`src/rtl/fifo_stream_reader.sv`:
```
// FIFO read-port to valid/ready stream adapter with a 2-entry output buffer.
// Optional handshake counter: define FIFO_STREAM_READER_STATS_EN.
module fifo_stream_reader #(
  parameter int DATA_WIDTH = 8,
  parameter int CNT_WIDTH  = 16
) (
  input  logic                  clock,
  input  logic                  reset_n,
  input  logic [DATA_WIDTH-1:0] fifo_data_out,
  input  logic                  fifo_empty,
  output logic                  fifo_read_en,
  output logic                  m_valid,
  output logic [DATA_WIDTH-1:0] m_data,
  input  logic                  m_ready
`ifdef FIFO_STREAM_READER_STATS_EN
  ,
  output logic [CNT_WIDTH-1:0]  xfer_count
`endif
);

  typedef enum logic [1:0] {
    EMPTY = 2'd0,
    ONE   = 2'd1,
    TWO   = 2'd2
  } state_t;

  state_t state;
  state_t state_next;

  logic                  inflight;
  logic                  land;
  logic                  pop;
  logic                  valid_q;
  logic [2:0]            occ_next;
  logic [DATA_WIDTH-1:0] head;
  logic [DATA_WIDTH-1:0] tail;

  assign land = inflight;

  always_ff @(posedge clock) begin
    if (!reset_n) begin
      state    <= EMPTY;
      valid_q  <= 1'b0;
      inflight <= 1'b0;
    end else begin
      state    <= state_next;
      valid_q  <= (state_next != EMPTY);
      inflight <= fifo_read_en;
    end
  end

  always_comb begin
    state_next = state;
    unique case (state)
      EMPTY: begin
        if (land) state_next = ONE;
      end
      ONE: begin
        if (land && !pop)      state_next = TWO;
        else if (!land && pop) state_next = EMPTY;
      end
      TWO: begin
        if (pop && !land) state_next = ONE;
      end
      default: state_next = EMPTY;
    endcase
  end

  // Pop lookahead lets a read issue in the same cycle a slot frees up.
  always_comb begin
    m_valid      = valid_q;
    m_data       = head;
    pop          = valid_q & m_ready;
    occ_next     = {1'b0, state} + {2'b00, inflight} - {2'b00, pop};
    fifo_read_en = reset_n & ~fifo_empty & (occ_next <= 3'd1);
  end

  always_ff @(posedge clock) begin
    if (!reset_n) begin
      head <= '0;
      tail <= '0;
    end else begin
      unique case (state)
        EMPTY: begin
          if (land) head <= fifo_data_out;
        end
        ONE: begin
          if (land && pop) head <= fifo_data_out;
          else if (land)   tail <= fifo_data_out;
        end
        TWO: begin
          if (pop) begin
            head <= tail;
            if (land) tail <= fifo_data_out;
          end
        end
        default: begin
          head <= head;
        end
      endcase
    end
  end

`ifdef FIFO_STREAM_READER_STATS_EN
  always_ff @(posedge clock) begin
    if (!reset_n)
      xfer_count <= '0;
    else if (pop && (xfer_count != {CNT_WIDTH{1'b1}}))
      xfer_count <= xfer_count + 1'b1;
  end
`else
  logic [CNT_WIDTH-1:0] unused_cnt;
  assign unused_cnt = '0;
`endif

endmodule
```
`config.mk`:
```
export PLATFORM = sky130hd
export DESIGN_NAME = fifo_stream_reader
export DESIGN_NICKNAME = d
export VERILOG_FILES = /design/src/rtl/fifo_stream_reader.sv
export SDC_FILE = /design/constraint.sdc
export NUM_CORES = 1
export LEC_CHECK = 0
export ABC_AREA = 1
export ABC_CLOCK_PERIOD_IN_PS = 3500
export BUFFER_PORTS_ARGS = -buffer_cell sky130_fd_sc_hd__buf_2
export CAP_MARGIN = 20
export CORE_MARGIN = 2
export CORE_UTILIZATION = 38
export CTS_CLUSTER_SIZE = 14
export DETAILED_ROUTE_END_ITERATION = 16
export GPL_TIMING_DRIVEN = 0
export MAX_ROUTING_LAYER = met4
export PLACE_DENSITY = 0.56
export SETUP_SLACK_MARGIN = 0.1
export SLEW_MARGIN = 20
export SYNTH_ARGS = -nofsm -noshare
export SYNTH_HDL_FRONTEND = slang
export SYNTH_SLANG_ARGS = --single-unit
export TNS_END_PERCENT = 30
```
`constraint.sdc`:
```
create_clock -name clock -period 3.5 [get_ports clock]
set_clock_uncertainty 0.2 [all_clocks]
set_input_delay 0.35 -clock clock [delete_from_list [all_inputs] [get_ports clock]]
set_output_delay 0.35 -clock clock [all_outputs]
set_load 0.005 [all_outputs]
```
==> impl_metrics.json <==
{
  "hold_viol_final": 0,
  "period_share_pct": 77.63,
  "crit_required_ps": 2950,
  "power_uw": 577.4,
  "fin_cells": 236,
  "core_area_sq_um": 3003,
  "ys_seq_area_share_pct": 33.72,
  "p_switching_uw": 162.8,
  "die_y_um": 59.90,
  "grt_usage_pct": 15.78,
  "synthSimpleGateAreaFrac_pct": 35.30,
  "mostFrequentLayoutCells": "nand2_1 (51), inv_1 (41), nor2_1 (27), buf_2 (22), dfxtp_1 (20)",
  "dp.cells": 231,
  "critPathCaptureType": "output port",
  "setup-tns-final_ps": 0,
  "grt-ovfl-total": 0,
  "fin_crit_ps": 2717,
  "drtIter0Drc": 17,
  "syn_nets": 194,
  "cap_violations": 0,
  "cp_max_fo": 5,
  "ys_seq_elements": 20,
  "reg2reg_depth": 8,
  "antenna_found_initial": 0,
  "clock_latency_ps": 310,
  "cellPowerDensity_nw_per_um2": 415.0,
  "via_per_inst": 4.432,
  "nets": 220,
  "worstPathArrival_ps": 2170,
  "drc_errors": 0,
  "synth_cells": 178,
  "h-tree-depth": 1,
  "areaGrowthSynthToFinish_pct": 17.18,
  "syn_area_sq_um": 1187,
  "initial_core_util_pct": 39.54,
  "rsz0062_at_grt": "no",
  "synth.avg_cell_area_sq_um": 6.671,
  "path_class": "reg2out",
  "dpl-instance-area_sq_um": 1329,
  "cpMaxStageDelayCell": "fa_1",
  "synth_compound_area_share_pct": 6.744,
  "yosys_warnings": 0,
  "dp_hpwl_mm": 1.753,
  "hold_path_startpoint": "reset_n",
  "hold_path_class": "in2reg",
  "grt_start_max_net_pins": 13,
  "slew_viol_final": 0,
  "setup_viol": 0,
  "clk_pin_slew_ps": 120,
  "fmax_mhz": 368.1,
  "yosysTopAreaCell": "dfxtp_1",
  "intPower_uw": 414.5,
  "startpoint": "m_valid$_SDFF_PN0_",
  "grt_pass1_wl_mm": 4.112,
  "globalplace.congestion": 0.8864,
  "synth_top_family_by_area": "simple AND/OR/NAND/NOR gates",
  "num_vias": 1046,
  "synth_top_area_share_pct": 33.72,
  "n_fill_cell": 331,
  "rows": 20,
  "worstSetupStartpointType": "register",
  "io_pins": 22,
  "die_area_sq_um": 3588,
  "antenna_left": 0,
  "synth.area.mux_share_pct": 0,
  "worst_slack_ps": 783.0,
  "mostFrequentLayoutCell": "nand2_1",
  "p_leak_uw": 0.0008021,
  "synthAdderAreaFrac_pct": 4.847,
  "synthDistinctLibCells": 21,
  "p_comb_share_pct": 22.3,
  "seqPwrFrac_pct": 44.3,
  "hold_depth": 3,
  "slew_headroom_pct": 79.31,
  "cts_tree": "done",
  "io_buffers": 20,
  "wl_mm": 2.378,
  "fp.dieW_um": 59.90,
  "clkPwrFrac_pct": 33.4,
  "n_antenna_cell": 0,
  "post_cts_resized": 0,
  "avgRoutedWirePerCell_um": 10.08,
  "drive_above_1_share_pct": 21.67,
  "grt_pass1_vias": 904,
  "cts_root_buffer": "clkbuf_4",
  "outcome": "finished, final reports clean",
  "cts.sinks": 20,
  "worstMarginPinSlew_ps": 309.9,
  "post-route-cell-area_sq_um": 1391,
  "synthXorXnorAreaFrac_pct": 0.7376,
  "post-place-ws_ps": 1005,
  "register_area_sq_um": 400.4,
  "crit_chain": "nand2_1, ha_1, inv_1, ha_1, inv_1, fa_1, nand2_1, nor3_1, buf_2",
  "switching_share_pct": 28.20,
  "peakVddDrop_v": 0.0003098,
  "numCtsBuffers": 3,
  "multi_input_area_sq_um": 565.5,
  "cpPeakStageDelay_ps": 480,
  "dr.pass1.iters": 4,
  "synthTopCellsByArea": "dfxtp_1 (34%), nand2_1 (16%), inv_1 (13%)",
  "post-cts-setup-buffers": 0,
  "r2r_start": "m_valid$_SDFF_PN0_",
  "clock_path_buffers": 2
}
-- flip-flops by register name, indices dropped and copies added, names as in the netlist --
register,count
state,2
inflight,1
m_valid,1
m_data,8
tail,8
-- what timing repair did --
action | 4_1_cts | 5_1_grt
hold endpoints to repair | 1 | 0
setup endpoints to repair | 0 | 0
hold buffers | 1 | 0
-- critical path: cells and delay by family (launching register included) --
| family | cells | cell delay (ps) |
|---|---|---|
| fa+ha+maj | 3 | 920 |
| flops | 1 | 340 |
| buf+inv | 3 | 220 |
| simple gates | 3 | 370 |
-- cells in the mapped netlist, drive strengths merged --
cell type   n
dfxtp      20
clkbuf      2
nor2       27
nand3       3
fa          1
a21oi       1
o21ai       9
nand4       8
nor3        2
ha          3
inv        42
nand2      55
xor2        1
buf         4
-- worst paths after layout --
check | end | slack, ps
setup / recovery | fifo_read_en | 780
setup reg to reg | inflight$_SDFF_PN0_ | 1500
hold / removal | tail[3]$_SDFFE_PN0P_ | 160
hold reg to reg | m_data[4]$_SDFFE_PN0P_ | 320
-- through the flow --
stage	utilization [%]	hold slack [ps]
floorplan	-	229.1
global placement	44.25	295.7
detailed placement	44.25	298.6
CTS	46.33	150.8
global route	46.33	153.9
finish	46.33	161.0
-- final cells by class --
cell class / instances / area share, %
Sequential cell: 20 / 28.78
Buffer: 6 / 4.586
Multi-Input combinational cell: 110 / 40.65
Timing Repair Buffer: 21 / 7.914
Tap cell: 33 / 2.968
Clock buffer: 3 / 1.619
Clock inverter: 1 / 2.158
Inverter: 42 / 11.33
-- power by group through the flow --
stage	logic, uW	registers (uW)	clock network [uW]
detailed placement	129	261	0
global route	150	258	208
CTS	130	256	199
global placement	126	261	0
finish	129	256	193
floorplan	89.7	262	0
-- logic make-up after synthesis --
kind of cell    Yosys count
fa+ha+maj                 4
buf+inv                  48
simple gates             95
compound gates           10
xor+xnor                  1
flops                    20
-- per-layer routing --
| metal | global-route usage (%) | share of wire [%] | vias up |
|---|---|---|---|
| met3 | 4.113 | 3.5 | 2 |
| met2 | 24.22 | 46 | 14 |
| met4 | 4.762 | 0.88 | 0 |
| met5 | - | 0 | - |
| li1 | - | - | 574 |
| met1 | 20.35 | 50 | 456 |
Power figures use the tool's default switching activity.
